$ cat config.mk
export PLATFORM = sky130hd
export DESIGN_NAME = a25_copro15_ext
export DESIGN_NICKNAME = d
export VERILOG_FILES = /design/src/rtl/a25_copro_pkg.sv /design/src/rtl/a25_fault_fifo.sv /design/src/rtl/a25_copro15_ext.sv
export SDC_FILE = /design/constraint.sdc
export NUM_CORES = 1
export LEC_CHECK = 0
export ABC_AREA = 1
export CORE_MARGIN = 4
export CORE_UTILIZATION = 55
export CTS_CLUSTER_DIAMETER = 200
export DETAILED_ROUTE_END_ITERATION = 8
export PLACE_DENSITY = 0.8
export SYNTH_ARGS = -nofsm -noshare
export SYNTH_HDL_FRONTEND = slang
export SYNTH_HIERARCHICAL = 1
export SYNTH_SLANG_ARGS = --single-unit
$ cat constraint.sdc
create_clock -name i_clk -period 4 [get_ports i_clk]
set_clock_uncertainty 0.05 [all_clocks]
set_input_delay 0.8 -clock i_clk [delete_from_list [all_inputs] [get_ports i_clk]]
set_output_delay 0.8 -clock i_clk [all_outputs]
set_load 0.05 [all_outputs]
$ cat src/rtl/a25_copro_pkg.sv
// Shared constants and types for the Amber 25 CP15 system-control block.
package a25_copro_pkg;

  localparam int unsigned FAULT_STATUS_W = 8;
  localparam int unsigned FAULT_ADDR_W   = 32;
  localparam int unsigned FAULT_ENTRY_W  = FAULT_STATUS_W + FAULT_ADDR_W;

  // Coprocessor operation codes on i_copro_operation.
  localparam logic [1:0] COPRO_MRC = 2'd1;
  localparam logic [1:0] COPRO_MCR = 2'd2;

  // CP15 register numbers.
  localparam logic [3:0] CRN_ID           = 4'd0;
  localparam logic [3:0] CRN_FLUSH        = 4'd1;
  localparam logic [3:0] CRN_CACHE_CTRL   = 4'd2;
  localparam logic [3:0] CRN_CACHEABLE    = 4'd3;
  localparam logic [3:0] CRN_UPDATEABLE   = 4'd4;
  localparam logic [3:0] CRN_DISRUPTIVE   = 4'd5;
  localparam logic [3:0] CRN_FAULT_STATUS = 4'd6;
  localparam logic [3:0] CRN_FAULT_ADDR   = 4'd7;
  localparam logic [3:0] CRN_FAULT_INFO   = 4'd8;

  // Cache flush handshake states.
  typedef enum logic {
    FS_IDLE  = 1'b0,
    FS_FLUSH = 1'b1
  } flush_state_t;

  // One queued fault record.
  typedef struct packed {
    logic [FAULT_STATUS_W-1:0] status;
    logic [FAULT_ADDR_W-1:0]   address;
  } fault_entry_t;

endpackage

$ cat src/rtl/a25_fault_fifo.sv
// Fault record FIFO: power-of-two depth, drop-on-full unless a pop frees a slot.
module a25_fault_fifo
  import a25_copro_pkg::*;
#(
  parameter int unsigned DEPTH = 4
) (
  input  logic                     i_clk,
  input  logic                     i_rst_n,
  input  logic                     i_push,
  input  logic                     i_pop,
  input  logic [FAULT_ENTRY_W-1:0] i_data,
  output logic [FAULT_ENTRY_W-1:0] o_head_c,
  output logic [$clog2(DEPTH):0]   o_count,
  output logic                     o_full_c,
  output logic                     o_empty_c
);

  localparam int unsigned PTR_W = $clog2(DEPTH);
  localparam int unsigned CNT_W = PTR_W + 1;

  logic [FAULT_ENTRY_W-1:0] r_mem [DEPTH];
  logic [PTR_W-1:0]         r_wr_ptr;
  logic [PTR_W-1:0]         r_rd_ptr;
  logic [CNT_W-1:0]         r_count;
  logic                     w_do_pop;
  logic                     w_do_push;

  assign o_full_c  = (r_count == CNT_W'(DEPTH));
  assign o_empty_c = (r_count == '0);
  assign o_count   = r_count;
  assign o_head_c  = r_mem[r_rd_ptr];

  // A pop on an empty FIFO does nothing; a push on a full FIFO only lands if a pop frees a slot.
  assign w_do_pop  = i_pop & ~o_empty_c;
  assign w_do_push = i_push & (~o_full_c | w_do_pop);

  // Storage array, written at the write pointer.
  always_ff @(posedge i_clk) begin
    if (w_do_push) begin
      r_mem[r_wr_ptr] <= i_data;
    end
  end

  // Pointers and occupancy; pointers wrap naturally at the power-of-two depth.
  always_ff @(posedge i_clk or negedge i_rst_n) begin
    if (!i_rst_n) begin
      r_wr_ptr <= '0;
      r_rd_ptr <= '0;
      r_count  <= '0;
    end else begin
      if (w_do_push) begin
        r_wr_ptr <= r_wr_ptr + PTR_W'(1);
      end
      if (w_do_pop) begin
        r_rd_ptr <= r_rd_ptr + PTR_W'(1);
      end
      if (w_do_push && !w_do_pop) begin
        r_count <= r_count + CNT_W'(1);
      end else if (!w_do_push && w_do_pop) begin
        r_count <= r_count - CNT_W'(1);
      end
    end
  end

endmodule

$ cat src/rtl/a25_copro15_ext.sv
// CP15 system-control block: control registers, region masks, fault queue and cache flush handshake.
module a25_copro15_ext
  import a25_copro_pkg::*;
#(
  parameter int unsigned NUM_REGIONS  = 32,
  parameter int unsigned REGION_SHIFT = 21,
  parameter int unsigned FAULT_DEPTH  = 4,
  parameter logic [31:0] CORE_ID      = 32'h4156_0301
) (
  input  logic                   i_clk,
  input  logic                   i_rst_n,
  input  logic                   i_core_stall,
  input  logic [3:0]             i_copro_crn,
  input  logic [1:0]             i_copro_operation,
  input  logic [31:0]            i_copro_write_data,
  input  logic                   i_fault,
  input  logic [7:0]             i_fault_status,
  input  logic [31:0]            i_fault_address,
  input  logic                   i_access_valid,
  input  logic [31:0]            i_access_address,
  output logic [31:0]            o_copro_read_data,
  output logic                   o_cache_enable,
  output logic                   o_cache_flush_req,
  input  logic                   i_cache_flush_ack,
  output logic                   o_copro_busy,
  output logic                   o_access_cacheable,
  output logic                   o_access_updateable,
  output logic [NUM_REGIONS-1:0] o_cacheable_area
);

  localparam int unsigned LOG2_REGIONS = $clog2(NUM_REGIONS);
  localparam int unsigned IDX_W        = (LOG2_REGIONS == 0) ? 1 : LOG2_REGIONS;
  localparam int unsigned TOP_SHIFT    = REGION_SHIFT + LOG2_REGIONS;
  localparam int unsigned CNT_W        = $clog2(FAULT_DEPTH) + 1;

  logic [2:0]             r_cache_control;
  logic [NUM_REGIONS-1:0] r_cacheable;
  logic [NUM_REGIONS-1:0] r_updateable;
  logic [NUM_REGIONS-1:0] r_disruptive;
  logic                   r_overflow;
  logic [31:0]            r_read_data;
  logic                   r_acc_cacheable;
  logic                   r_acc_updateable;
  flush_state_t           r_state;
  flush_state_t           w_state_nxt;
  logic                   r_pending;
  logic                   w_pending_nxt;
  logic                   r_flush_req;
  logic                   r_busy;

  logic                   w_mcr;
  logic                   w_mrc;
  logic                   w_fault_push;
  logic                   w_fault_pop;
  logic                   w_out_of_range;
  logic [IDX_W-1:0]       w_region_idx;
  logic [NUM_REGIONS-1:0] w_region_onehot;
  logic                   w_hit_cacheable;
  logic                   w_hit_updateable;
  logic                   w_hit_disruptive;
  logic                   w_flush_request;
  logic [31:0]            w_read_mux;
  fault_entry_t           w_push_entry;
  fault_entry_t           w_head;
  logic [CNT_W-1:0]       w_count;
  logic                   w_full;
  logic                   w_empty;

  assign w_mcr        = (i_copro_operation == COPRO_MCR) & ~i_core_stall;
  assign w_mrc        = (i_copro_operation == COPRO_MRC) & ~i_core_stall;
  assign w_fault_push = i_fault & ~i_core_stall;
  assign w_fault_pop  = w_mcr & (i_copro_crn == CRN_FAULT_STATUS);

  assign w_push_entry = '{status: i_fault_status, address: i_fault_address};

  a25_fault_fifo #(
    .DEPTH (FAULT_DEPTH)
  ) u_fault_fifo (
    .i_clk     (i_clk),
    .i_rst_n   (i_rst_n),
    .i_push    (w_fault_push),
    .i_pop     (w_fault_pop),
    .i_data    (w_push_entry),
    .o_head_c  (w_head),
    .o_count   (w_count),
    .o_full_c  (w_full),
    .o_empty_c (w_empty)
  );

  // Region decode: any address bit above the region index field puts the access out of range.
  assign w_out_of_range   = (i_access_address >> TOP_SHIFT) != 32'd0;
  assign w_region_idx     = (LOG2_REGIONS == 0) ? '0 : IDX_W'(i_access_address >> REGION_SHIFT);
  assign w_region_onehot  = NUM_REGIONS'(1) << w_region_idx;
  assign w_hit_cacheable  = ~w_out_of_range & (|(r_cacheable & w_region_onehot));
  assign w_hit_updateable = ~w_out_of_range & (|(r_updateable & w_region_onehot));
  assign w_hit_disruptive = ~w_out_of_range & (|(r_disruptive & w_region_onehot));

  assign w_flush_request = (w_mcr & (i_copro_crn == CRN_FLUSH)) | (i_access_valid & w_hit_disruptive);

  // MCR register writes.
  always_ff @(posedge i_clk or negedge i_rst_n) begin
    if (!i_rst_n) begin
      r_cache_control <= '0;
      r_cacheable     <= '0;
      r_updateable    <= '0;
      r_disruptive    <= '0;
    end else if (w_mcr) begin
      case (i_copro_crn)
        CRN_CACHE_CTRL: r_cache_control <= i_copro_write_data[2:0];
        CRN_CACHEABLE:  r_cacheable     <= i_copro_write_data[NUM_REGIONS-1:0];
        CRN_UPDATEABLE: r_updateable    <= i_copro_write_data[NUM_REGIONS-1:0];
        CRN_DISRUPTIVE: r_disruptive    <= i_copro_write_data[NUM_REGIONS-1:0];
        default: ;
      endcase
    end
  end

  // Overflow flag: set by a dropped push, cleared by a pop (a pop never drops, so no conflict).
  always_ff @(posedge i_clk or negedge i_rst_n) begin
    if (!i_rst_n) begin
      r_overflow <= 1'b0;
    end else if (w_fault_push && w_full && !w_fault_pop) begin
      r_overflow <= 1'b1;
    end else if (w_fault_pop) begin
      r_overflow <= 1'b0;
    end
  end

  // MRC read mux; an empty FIFO reads as zero.
  always_comb begin
    w_read_mux = 32'd0;
    case (i_copro_crn)
      CRN_ID:           w_read_mux = CORE_ID;
      CRN_CACHE_CTRL:   w_read_mux = 32'(r_cache_control);
      CRN_CACHEABLE:    w_read_mux = 32'(r_cacheable);
      CRN_UPDATEABLE:   w_read_mux = 32'(r_updateable);
      CRN_DISRUPTIVE:   w_read_mux = 32'(r_disruptive);
      CRN_FAULT_STATUS: w_read_mux = w_empty ? 32'd0 : 32'(w_head.status);
      CRN_FAULT_ADDR:   w_read_mux = w_empty ? 32'd0 : w_head.address;
      CRN_FAULT_INFO:   w_read_mux = {r_overflow, 23'd0, 8'(w_count)};
      default:          w_read_mux = 32'd0;
    endcase
  end

  // Registered read data, held while stalled or idle.
  always_ff @(posedge i_clk or negedge i_rst_n) begin
    if (!i_rst_n) begin
      r_read_data <= '0;
    end else if (w_mrc) begin
      r_read_data <= w_read_mux;
    end
  end

  // Access lookup results, held between strobes.
  always_ff @(posedge i_clk or negedge i_rst_n) begin
    if (!i_rst_n) begin
      r_acc_cacheable  <= 1'b0;
      r_acc_updateable <= 1'b0;
    end else if (i_access_valid) begin
      r_acc_cacheable  <= w_hit_cacheable & r_cache_control[0];
      r_acc_updateable <= w_hit_updateable;
    end
  end

  // Flush FSM state, pending flag and registered handshake outputs.
  always_ff @(posedge i_clk or negedge i_rst_n) begin
    if (!i_rst_n) begin
      r_state     <= FS_IDLE;
      r_pending   <= 1'b0;
      r_flush_req <= 1'b0;
      r_busy      <= 1'b0;
    end else begin
      r_state     <= w_state_nxt;
      r_pending   <= w_pending_nxt;
      r_flush_req <= (w_state_nxt == FS_FLUSH);
      r_busy      <= (w_state_nxt == FS_FLUSH) | w_pending_nxt;
    end
  end

  // Flush FSM next state: requests during FLUSH are remembered and replayed after one IDLE cycle.
  always_comb begin
    w_state_nxt   = r_state;
    w_pending_nxt = r_pending;
    case (r_state)
      FS_IDLE: begin
        if (r_pending || w_flush_request) begin
          w_state_nxt   = FS_FLUSH;
          w_pending_nxt = 1'b0;
        end
      end
      FS_FLUSH: begin
        if (w_flush_request) begin
          w_pending_nxt = 1'b1;
        end
        if (i_cache_flush_ack) begin
          w_state_nxt = FS_IDLE;
        end
      end
      default: w_state_nxt = FS_IDLE;
    endcase
  end

  assign o_copro_read_data   = r_read_data;
  assign o_cache_enable      = r_cache_control[0];
  assign o_cache_flush_req   = r_flush_req;
  assign o_copro_busy        = r_busy;
  assign o_access_cacheable  = r_acc_cacheable;
  assign o_access_updateable = r_acc_updateable;
  assign o_cacheable_area    = r_cacheable;

endmodule
======== Yosys cells after proc, flatten, opt, wreduce, memory -nomap -nowiden ========
Memory sizes are Yosys's and may differ from the RTL's.
Index checks and enable logic that the tools add are counted.
cells by class
  add/sub/neg operators ................... 4
  multipliers ............................. 0
  divide/modulo/power cells ............... 0
  $lt $le $gt $ge ......................... 0
  equal/unequal tests ..................... 11
  shifts and indexed selects .............. 1
  muxes and demuxes ....................... 15
  bitwise gates (word level) .............. 23
  reduce and logical (&&, ||, !) cells .... 20
operators by type and width
  kind                    count
  $pmux W32 S8            1
  $and A32 B32 Y32        3
  $reduce_or A32 Y1       3
  $mux W32                1
  $reduce_bool A32 Y1     1
  $shl A1 B5 Y32 const A  1
  $eq A4 B3 Y1 const B    4
  $and A1 B1 Y1           12
  $eq A4 B2 Y1 const B    2
  $mux W1                 8
  $mux W8                 1
  $reduce_and A2 Y1       4
  $mux W3                 2
  $not A1 Y1              5
  $add A2 B1 Y2 const B   2
  $eq A4 B1 Y1 const B    1
  $eq A4 B4 Y1 const B    1
  $logic_and A1 B1 Y1     4
  $logic_not A4 Y1        1
  $pmux W1 S2             2
  $reduce_bool A2 Y1      2
  $add A3 B1 Y3 const B   1
  $eq A3 B3 Y1 const B    1
  $logic_not A1 Y1        3
  other kinds (6)         8
word-level totals
  register bits after elaboration ......... 144
  latch bits .............................. 0
  bits in writable memories ............... 160
  memory bits (read-only) ................. 0
  output and inout port bits .............. 69
  word-level logic and storage cells ...... 89
  memories ................................ 1
memory list
  memory              words  width  read ports  clocked after memory_dff  write ports  RTL line              RTL
  u_fault_fifo.r_mem  4      40     1           0                         1            a25_fault_fifo.sv:21  logic [FAULT_ENTRY_W-1:0] r_mem [DEPTH];

======== Depth between registers and ports, before layout ========
Gate-level depths: netlist of the first run.
  word-level depth ........................ 10
  mapped depth ............................ 16

======== By module ========
Netlist of the first run, hierarchy kept.
modules (own cells, without submodules)
  module           times used  cells an instance  area an instance (µm²)  sequential area each (µm²)
  a25_copro15_ext  1           936                7156.9                  3428.3
  a25_fault_fifo   1           488                6774.0                  4979.8

======== Worst setup path before layout of the first run ========
OpenSTA, ideal clock, no wires.
  kind .................................... input port to flip-flop
  from .................................... in i_copro_crn[2]
  to ...................................... mem u_fault_fifo/r_mem[0][0] (netlist bit) (enable)
  arrival ................................. 3406 ps
  setup slack ............................. 106 ps
  stages .................................. 8
  path through ............................ inv_1 nor2_2 nand3_1 nor2_1 inv_1 nand3_1 nand2_1 nor2_1
between the ends
  longest elaborated chain between the ends .. 7
RTL lines
  element                        RTL line               RTL
  start, declared                a25_copro15_ext.sv:13  input logic [3:0] i_copro_crn,
  $eq A4 B3 Y1                   a25_copro15_ext.sv:72  assign w_fault_pop = w_mcr & (i_copro_crn == CRN_FAULT_STATUS);
  $and A1 B1 Y1                  a25_copro15_ext.sv:72
  via w_fault_pop                a25_copro15_ext.sv:54  logic w_fault_pop;
  $and A1 B1 Y1                  a25_fault_fifo.sv:34   assign w_do_pop = i_pop & ~o_empty_c;
  $or A1 B1 Y1                   a25_fault_fifo.sv:35   assign w_do_push = i_push & (~o_full_c | w_do_pop);
  $and A1 B1 Y1                  a25_fault_fifo.sv:35
  $mux W1                        a25_fault_fifo.sv:39   if (w_do_push) begin
  $mux W1 (not written as such)  a25_fault_fifo.sv:40   r_mem[r_wr_ptr] <= i_data;
  end, declared                  a25_fault_fifo.sv:21
The timed path passes the listed nets, and every way through them passes these cells.

==> results of run 1 <==
-- flip-flops by register name (all words and copies together) (netlist names), 2 cells and up --
signal,count
u_fault_fifo/r_wr_ptr,2
u_fault_fifo/r_rd_ptr,2
o_copro_read_data,32
r_disruptive,32
u_fault_fifo/o_count,3
o_cacheable_area,32
r_cache_control,3
r_updateable,32
u_fault_fifo/r_mem,160
-- per-stage QoR --
stage / instance area [um^2] / hold WS, ns
2_1_floorplan: 13900 / 0.403
3_3_place_gp: 15800 / 0.416
3_5_place_dp: 15800 / 0.424
4_1_cts: 16800 / 0.227
5_1_grt: 16800 / 0.254
6_report: 16800 / 0.218
-- report_power, final --
| part | switching [uW] | internal (uW) |
|---|---|---|
| Sequential | 291 | 3680 |
| Combinational | 1190 | 612 |
| Clock | 1180 | 1610 |
-- worst min path at each step --
stage | from | to | slack (ns) | cells after the start
after detailed placement | o_access_updateable$_DFFE_PN0P_ | o_access_updateable$_DFFE_PN0P_ | 0.42 | 2
after CTS | i_rst_n | o_copro_read_data[7]$_DFFE_PN0P_ | 0.23 | 1
after floorplan | r_updateable[12]$_DFFE_PN0P_ | r_updateable[12]$_DFFE_PN0P_ | 0.40 | 2
final | i_rst_n | o_copro_read_data[20]$_DFFE_PN0P_ | 0.22 | 1
after global placement | o_access_cacheable$_DFFE_PN0P_ | o_access_cacheable$_DFFE_PN0P_ | 0.42 | 2
after global routing | i_rst_n | o_copro_read_data[7]$_DFFE_PN0P_ | 0.25 | 1
-- cells in the mapped netlist, drive strengths merged --
cell / n / area share [%]
nor2: 187 / 6.2
clkbuf: 22 / 0.59
o21ai: 251 / 10
clkinv: 1 / 0.027
o2111ai: 12 / 0.75
a32o: 1 / 0.072
or2: 1 / 0.045
nor3: 10 / 0.40
xnor2: 1 / 0.063
o22ai: 6 / 0.27
mux2: 20 / 1.6
buf: 46 / 2.3
nand2: 327 / 8.9
o211ai: 1 / 0.054
o221ai: 4 / 0.25
ha: 5 / 0.45
nand4: 32 / 1.4
edfxtp: 160 / 34
o2bb2ai: 1 / 0.063
inv: 118 / 3.2
a31oi: 1 / 0.045
a221oi: 1 / 0.063
nor4: 3 / 0.13
o22a: 1 / 0.063
dfrtp: 144 / 26
nand3: 48 / 1.8
a21oi: 19 / 0.68
fa: 1 / 0.14
-- cell families after synthesis --
family,synth area share (%)
flip-flops,60.4
AND/OR/NAND/NOR,18.9
adder cells (fa/ha/maj),0.593
buffers and inverters,6.05
multiplexers,1.62
AO/OA/AOI/OAI,12.4
XOR/XNOR,0.0629
-- area by class of cell --
type	count	area, um^2	area share (%)
clock inverter	15	144	0.855
tap	324	405	2.41
timing repair buffer	185	1860	11.1
sequential	304	8410	50.0
clock buffer	40	840	4.99
multi-input combinational	933	4720	28.0
inverter	119	447	2.65
-- layer usage --
layer | share of wire (%) | vias to the layer above | wire length, um | global-route usage [%]
met2 | 48 | 493 | 17700 | 43.3
met1 | 40 | 5178 | 14400 | 34.1
met4 | 3.4 | 0 | 1260 | 7.97
li1 | - | 5104 | - | -
met5 | 0 | - | 0 | 0
met3 | 8.4 | 89 | 3080 | 4.31
-- worst max-delay path: stages (launching register included) --
cell       delay (ns)
dfrtp_4          0.85
inv_2            0.53
buf_4            0.33
o21ai_0          0.24
o21ai_2          0.11
a21oi_1          0.30
o2111ai_1        0.21
mux2_2           0.30
==> results.md, run 1 <==
* Status: finished clean
* Num CTS Buffers at 31
* CP max FO at 53
* Yosys cell types at 40
* Worst skew pair latency at 0.56 ns
* Register area share after synthesis at 60.4%
* Antenna-violating nets left at 0
* Crit Path Category: reg -> reg
* Worst setup path end: o_copro_read_data[17]$_DFFE_PN0P_
* Hold Violations, Final at 0
* Worst Path Required at 4.40 ns
* Achievable Freq at 322 MHz
* #FFs+latches synth at 304
* Drt total wl at 36400 um
* Slew Limit Fails at 0
* Post-Layout Cell Count at 1920
* Area Growth Syn to Fin at 20.8%
* Largest net degree at the start of global routing at 78
* Clock sinks at 304
* Post-CTS resize count at 0
* H-tree Lvls at 1
* VDD IR max at 0.000392 V
* Setup violations, final at 0
* Starting Density at 56.6%
* Grt total ovfl at 0
* YS warnings at 6
* Ant diodes at 0
* RR Endpoint: o_copro_read_data[17]$_DFFE_PN0P_
* Fill count at 1854
* Post-layout min period at 3.10 ns
* Reg clk slew, reported paths at 0.06 ns
* Share of cells above drive strength 1 at 12.8%
* Initial antenna violation count at 0
* Max_cap viols at 0
* Most frequent cells in the layout: 322 x nand2_1, 163 x o21ai_0, 162 x clkdlybuf4s50_1, 160 x edfxtp_1, 143 x dfrtp_1
* Launch point of the worst reg-to-reg path: u_fault_fifo/r_rd_ptr[0]$_DFFE_PN0P_
* CTS Root Cell: clkbuf_16
* Ports at 185
* Die footprint at 27900 um^2
* CP arrival at 3.50 ns
* CTS Hold Bufs at 0
* Post-Syn Area per Cell at 9.78 um^2
* WL/cell at 19.0 um
* Die W at 167 um
* # nets final at 1696
* Vias per cell at 5.66
* Final setup TNS at 0 ns
* # port buffers at 163
* Synth Cell Area at 13900 um^2
* Final WS setup at 0.898 ns
* Worst min path class: in -> async
* GRT Overall Usage at 25.5%
* DRC at 0
* Least-Margin Pin Slew at 0.863 ns
* Worst Setup SP: u_fault_fifo/r_rd_ptr[0]$_DFFE_PN0P_
* Via count at 10900
* Row count at 57
* Height of the die at 167 um
* First-pass GRT wire length at 57200 um
* Post-DP HPWL at 24900 um
* Pre-CTS WS at 0.498 ns
* Synth Instances at 1424
* Layout Utilization at 68.4%
* Period Utilization, post-route at 77.6%
* Drt first pass iters at 6
* Max clock buf depth at 3
* Commonest non-fill, non-tap cell in the layout: nand2_1
* Leak at 0.00685 uW
* Crit start category: flip-flop
* Total power at 8560 uW
* Pwr dens at 509 nW/um^2
* RSZ-0062 raised after global routing: false
* CP endpoint kind: flip-flop
* Slew HR at 42.4%
* Setup repair bufs after CTS at 0
* Placed cell count at 1865
* CTS tree: yes
* Number of global-route vias before repair at 10700
* Starting DRT DRC Count at 1218
* Worst Reg-to-Reg Cells at 7
* Core Area at 24600 um^2
* Routability congestion estimate at 0.992
* R2R setup slack at 0.90 ns
* Mapped Nets at 1546
No activity file was read; power rests on OpenSTA's default activity.
==> run 2: changes to the inputs <==
==> constraint.sdc (replaced) <==
create_clock -name i_clk -period 3.2 [get_ports i_clk]
set_clock_uncertainty 0.05 [all_clocks]
set_input_delay 0.64 -clock i_clk [delete_from_list [all_inputs] [get_ports i_clk]]
set_output_delay 0.64 -clock i_clk [all_outputs]
set_load 0.05 [all_outputs]
==> run 2 against run 1 <==
First-iteration DRC count fell by 5.7%. Sequential share of layout area fell by 0.47 points. Setup slack got worse by 0.29 ns. Highest routed layer unchanged. Utilization rose by 0.66 points. Hold slack improved by 0.22 ns. Largest cell class unchanged. Global-route usage fell by 0.11 points. Sequential power rose by 24%. Combinational power rose by 30%. Power rose by 26%. Critical path type is now reg -> out. Largest power group unchanged. Flip-flop and latch count did not move.
==> results.md, run 2 (synthesis gave the netlist of run 1 again) <==
* Status: finished clean
* RSZ-0062 raised after global routing: false
* Die footprint at 27900 um^2 (unchanged)
* Die W at 167 um (unchanged)
* # port buffers at 163 (unchanged)
* CTS Root Cell: clkbuf_16
* GRT Overall Usage at 25.4% (-0.11 points)
* Number of global-route vias before repair at 10500 (-1.5%)
* Ant diodes at 0 (unchanged)
* Worst path slowest cell: clkdlybuf4s50_1
* Period Utilization, post-route at 81.1%
* Worst min path class: reg -> reg
* # nets final at 1706 (+0.59%)
* Crit Path Category: reg -> out
* Area Growth Syn to Fin at 21.9%
* RR Endpoint: o_copro_read_data[7]$_DFFE_PN0P_
* Crit start category: flip-flop
* First-pass GRT wire length at 56900 um (-0.47%)
* VDD IR max at 0.000496 V (+27%)
* Max_cap viols at 0 (unchanged)
* NetSw at 3350 uW (+26%)
* Reg clk slew, reported paths at 0.07 ns (about the same)
* Drt first pass iters at 6 (unchanged)
* Largest reg by FF count: u_fault_fifo/r_mem
* Most frequent cells in the layout: 322 x nand2_1, 163 x o21ai_0, 162 x clkdlybuf4s50_1, 160 x edfxtp_1, 143 x dfrtp_1
* Setup violations, final at 0 (unchanged)
* HP Start: r_updateable[13]$_DFFE_PN0P_
* Power share of the combinational group at 21.7% (+0.7 points)
* Via count at 11000 (+0.87%)
* Largest net degree at the start of global routing at 65 (-17%)
* Ports at 185 (unchanged)
* Clock sinks at 304 (unchanged)
* Sequential share of power at 45.7% (-0.7 points)
* Worst Path Required at 2.51 ns (-1.89 ns)
* Crit-path cells: clkdlybuf4s50_1
* WP depth at 1 (-6)
* Slowest stage delay, CP at 0.86 ns (about the same)
* Cell Int Power at 7430 uW (+26%)
* Total power at 10800 uW (+26%)
* Post-layout min period at 2.59 ns
* Launch point of the worst reg-to-reg path: u_fault_fifo/r_rd_ptr[0]$_DFFE_PN0P_
* Starting DRT DRC Count at 1148 (-5.7%)
* Pwr dens at 634 nW/um^2 (+25%)
* Post-CTS resize count at 0 (unchanged)
* Height of the die at 167 um (unchanged)
* Post-DP HPWL at 25500 um (+2.3%)
* Initial antenna violation count at 0 (unchanged)
* Slew Limit Fails at 0 (unchanged)
* Achievable Freq at 386 MHz
* Clk pwr share at 32.6% (about the same)
* R2R setup slack at 0.74 ns (-0.16 ns)
* Largest register FFs at 160 (unchanged)
* Least-Margin Pin Slew at 0.623 ns (-0.241 ns)
* Switching part of the total at 31.1% (about the same)
* Row count at 57 (unchanged)
* Num CTS Buffers at 31 (unchanged)
* Hold endpoint: r_updateable[13]$_DFFE_PN0P_
* Routability congestion estimate at 0.966 (-2.6%)
* CP bufs+invs at 1 (-1)
* DRC at 0 (unchanged)
* Grt total ovfl at 0 (unchanged)
* CP arrival at 1.90 ns (-1.60 ns)
* Pre-CTS WS at 0.0585 ns (-0.440 ns)
* Final WS setup at 0.606 ns (-0.291 ns)
* H-tree Lvls at 1 (unchanged)
* Worst skew pair latency at 0.57 ns (about the same)
* WL/cell at 19.0 um (about the same)
* Commonest non-fill, non-tap cell in the layout: nand2_1
* Worst Reg-to-Reg Cells at 12 (+5)
* Antenna-violating nets left at 0 (unchanged)
* CP max FO at 4 (-92%)
* CTS tree: yes
* Core Area at 24600 um^2 (unchanged)
* CP endpoint kind: primary output
* Delay-heaviest family, CP: buffers and inverters
* Leak at 0.00695 uW (+1.4%)
* Worst hold path cell count at 2
* Starting Density at 56.6% (unchanged)
* Vias per cell at 5.68 (+0.35%)
* Share of cells above drive strength 1 at 13.4% (+0.54 points)
* Max clock buf depth at 3 (unchanged)
* Hold Violations, Final at 0 (unchanged)
* Drt total wl at 36600 um (+0.47%)
* Slew HR at 58.5% (+16 points)
run 2: cell count changes in the layout (fill, tap and decap cells not counted), moves of 2 or more:
cell	change
buf_12	+6
buf_4	+3
clkbuf_1	-2
clkinv_4	+2
clkinvlp_4	-2
run 2: power by group through the flow:
stage	Clock, uW	Combinational, uW	Sequential (uW)
3_3_place_gp	0	2260	4970
6_report	3510	2340	4920
2_1_floorplan	0	1220	5220
4_1_cts	3550	2340	4910
5_1_grt	3700	2540	4960
3_5_place_dp	0	2330	4980
run 2: through the flow:
step | instances | instance area (um^2) | TNS, ns | hold slack [ns] | utilization, %
floorplan | 1424 | 13900 | -85.42 | 0.294 | -
global placement | 1874 | 16000 | 0 | 0.417 | 65.0
detailed placement | 1874 | 16000 | 0 | 0.423 | 65.0
CTS | 1930 | 17000 | 0 | 0.439 | 69.0
global route | 1930 | 17000 | 0 | 0.468 | 69.0
finish | 1930 | 17000 | 0 | 0.438 | 69.0
run 2: timing repair:
item                      4_1_cts  5_1_grt
hold buffers                    1        0
setup buffers                   0        0
hold endpoints to repair       39        0
run 2: area by class of cell:
type                       instances  area (um^2)
inverter                         119          447
multi-input combinational        933         4720
timing repair buffer             195         2010
clock buffer                      39          846
tap                              324          405
clock inverter                    16          146
fill                            1894         7620
sequential                       304         8410
run 2: how the worst max path moves through the flow:
stage	slack, ns	end	start
floorplan	-0.53	u_fault_fifo/r_mem[0][0]$_DFFE_PP_	i_copro_crn[2]
global placement	0.19	u_fault_fifo/o_count[2]$_DFFE_PN0P_	i_copro_crn[2]
detailed placement	0.06	u_fault_fifo/o_count[2]$_DFFE_PN0P_	i_copro_crn[2]
CTS	0.61	o_cacheable_area[29]	o_cacheable_area[29]$_DFFE_PN0P_
global route	0.36	u_fault_fifo/o_count[2]$_DFFE_PN0P_	i_copro_crn[2]
finish	0.61	o_cacheable_area[29]	o_cacheable_area[29]$_DFFE_PN0P_
run 2: per-layer routing:
| layer | global-route usage [%] | up-vias | part of all wire [%] |
|---|---|---|---|
| li1 | - | 5121 | - |
| met5 | 0 | - | 0 |
| met1 | 35.4 | 5249 | 41 |
| met4 | 6.92 | 0 | 2.6 |
| met3 | 3.65 | 69 | 7.9 |
| met2 | 42.4 | 520 | 49 |
==> run 3: changes to the inputs <==
--- a/config.mk
+++ b/config.mk
@@ -7,10 +7,10 @@
 export LEC_CHECK = 0
 export ABC_AREA = 1
 export CORE_MARGIN = 4
-export CORE_UTILIZATION = 55
+export CORE_UTILIZATION = 50
 export CTS_CLUSTER_DIAMETER = 200
 export DETAILED_ROUTE_END_ITERATION = 8
-export PLACE_DENSITY = 0.8
+export PLACE_DENSITY = 0.76
 export SYNTH_ARGS = -nofsm -noshare
 export SYNTH_HDL_FRONTEND = slang
 export SYNTH_HIERARCHICAL = 1
==> constraint.sdc (replaced) <==
create_clock -name i_clk -period 2.2 [get_ports i_clk]
set_clock_uncertainty 0.05 [all_clocks]
set_input_delay 0.44 -clock i_clk [delete_from_list [all_inputs] [get_ports i_clk]]
set_output_delay 0.44 -clock i_clk [all_outputs]
set_load 0.05 [all_outputs]
==> run 3 against run 2 <==
Combinational power increased by 56%. Sequential share of layout area shrank 2.5 points. Highest routed layer unchanged. Hold slack worse by 0.10 ns. Via count increased by 3.6%. Count of clock-buffer cells in the layout is the same. Critical path depth rose by 16. Critical endpoint is now u_fault_fifo/o_count[2]$_DFFE_PN0P_.
==> results.md, run 3 (synthesis gave the netlist of run 1 again) <==
* CTS tree: yes
* # nets final at 1796 (+5.3%)
* Fin area at 17900 um^2 (+5.2%)
* WL/cell at 18.5 um (-2.5%)
* Worst skew pair latency at 0.58 ns (about the same)
* Worst Path Required at 2.62 ns (+0.11 ns)
* Largest reg by FF count: u_fault_fifo/r_mem
* Hold Violations, Final at 0 (unchanged)
* Reg clk slew, reported paths at 0.06 ns (about the same)
* Crit Path Category: in -> reg
* First-pass GRT wire length at 59600 um (+4.7%)
* Hold_ws at 0.337 ns (-0.101 ns)
* Leak at 0.00773 uW (+11%)
* Drt first pass iters at 6 (unchanged)
* Core Area at 27200 um^2 (+10%)
* Clock sinks at 304 (unchanged)
* H-tree Lvls at 1 (unchanged)
* Largest net degree at the start of global routing at 65 (unchanged)
* Achievable Freq at 466 MHz
* Largest register FFs at 160 (unchanged)
* Num CTS Buffers at 31 (unchanged)
* Drt total wl at 38300 um (+4.5%)
* CP max FO at 3 (-1)
* Ant diodes at 0 (unchanged)
* # port buffers at 163 (unchanged)
* Area Growth Syn to Fin at 28.3%
* Slowest stage delay, CP at 0.47 ns (-0.39 ns)
* GRT Overall Usage at 24.4% (-1.0 points)
* Most frequent cells in the layout: 321 x nand2_1, 161 x o21ai_0, 160 x edfxtp_1, 142 x dfrtp_1, 129 x nor2_1
* Status: finished clean
* Post-layout min period at 2.14 ns
* Delay-heaviest family, CP: buffers and inverters
* Share of cells above drive strength 1 at 19.1% (+5.7 points)
* Commonest non-fill, non-tap cell in the layout: nand2_1
* Post-DP HPWL at 27600 um (+8.5%)
* Number of global-route vias before repair at 11200 (+6.8%)
* Placed Area at 16900 um^2 (+5.5%)
* Fill count at 2171 (+15%)
* Worst Reg-to-Reg Cells at 10 (-2)
* Period Utilization, post-route at 97.5%
* Max clock buf depth at 3 (unchanged)
* Starting Density at 51.3% (-5.4 points)
* Slew Limit Fails at 0 (unchanged)
* Setup violations, final at 0 (unchanged)
* Pwr dens at 899 nW/um^2 (+42%)
* DRC at 0 (unchanged)
* Crit start category: input pin
* CP bufs+invs at 6 (+5)
* Antenna-violating nets left at 0 (unchanged)
* Crit-path cells: clkdlybuf4s50_1 -> buf_6 -> inv_12 -> nor2_4 -> nand3_4 -> nor2_4 -> inv_2 -> nand3_4 -> nand2_8 -> inv_1 -> ha_2 -> inv_1 -> fa_2 -> nand2_1 -> nand3_1 -> nand2_1 -> nand2_1
* Initial antenna violation count at 0 (unchanged)
* Least-Margin Pin Slew at 0.519 ns (-0.104 ns)
* CP endpoint kind: flip-flop
* Routability congestion estimate at 0.984 (+1.8%)
* Height of the die at 175 um (+4.6%)
* Worst path slowest cell: clkdlybuf4s50_1
* Final setup TNS at 0 ns (unchanged)
* Starting DRT DRC Count at 1245 (+8.4%)
* Worst min path class: in -> async
* Total power at 16100 uW (+49%)
* Grt total ovfl at 0 (unchanged)
* Slew HR at 65.5% (+7.0 points)
* VDD IR max at 0.000720 V (+45%)
* CP arrival at 2.56 ns (+0.66 ns)
* WP depth at 17 (+16)
* Die footprint at 30600 um^2 (+9.5%)
* Row count at 60 (+5.3%)
* Most frequent cell on the critical path: nand2_1
* Die W at 175 um (+4.6%)
* Vias per cell at 5.49 (-3.3%)
* Layout Utilization at 65.8% (-3.3 points)
* Max_cap viols at 0 (unchanged)
* Ports at 185 (unchanged)
* Via count at 11400 (+3.6%)
* CTS Root Cell: clkbuf_16
-- run 3: per-layer routing --
layer  vias up  part of all wire [%]  global-route usage (%)
li1       5311                     -                       -
met1      5495                    41                    31.9
met2       464                    49                    42.1
met3        80                   7.2                    4.28
met4         0                   2.8                    6.81
met5         -                     0                       0
-- run 3: report_power, final --
| group | internal (uW) | switching [uW] | leakage (uW) |
|---|---|---|---|
| Sequential | 6690 | 433 | 0.00338 |
| Combinational | 1270 | 2380 | 0.00385 |
| Clock | 3120 | 2180 | 0.000495 |
| Total | 11100 | 4990 | 0.00773 |
-- run 3: layout make-up --
| cell class | instances | area [um^2] | area share (%) |
|---|---|---|---|
| sequential | 304 | 8410 | 47.1 |
| clock buffer | 39 | 826 | 4.62 |
| timing repair buffer | 285 | 2710 | 15.1 |
| inverter | 119 | 459 | 2.57 |
| clock inverter | 15 | 200 | 1.12 |
| multi-input combinational | 933 | 4810 | 26.9 |
| tap | 372 | 465 | 2.60 |
-- run 3: path summary, 6_finish.rpt --
kind                            slack [ns]                             endpoint                                  from
worst min register to register        0.44         r_updateable[21]$_DFFE_PN0P_          r_updateable[21]$_DFFE_PN0P_
worst max-delay path                  0.06  u_fault_fifo/o_count[2]$_DFFE_PN0P_                        i_copro_crn[2]
max in group asynchronous             1.09         r_disruptive[24]$_DFFE_PN0P_                               i_rst_n
worst min-delay path                  0.34     o_copro_read_data[9]$_DFFE_PN0P_                               i_rst_n
min in group i_clk                    0.43      o_cacheable_area[8]$_DFFE_PN0P_                 i_copro_write_data[8]
worst max register to register        0.10     o_copro_read_data[9]$_DFFE_PN0P_  u_fault_fifo/r_rd_ptr[0]$_DFFE_PN0P_
-- run 3: what timing repair did --
action,in CTS,in global routing
pin swaps,0,2
setup buffers,0,2
hold buffers,1,0
hold endpoints to repair,48,0
resized for setup,69,14
setup endpoints to repair,69,10
-- run 3: metrics by stage --
stage | setup WS [ns] | std cells
finish | 0.0558 | 2067
detailed placement | -0.572 | 2010
floorplan | -0.0353 | 1424
CTS | 0.0110 | 2065
global placement | -0.542 | 2010
global route | -0.00450 | 2067
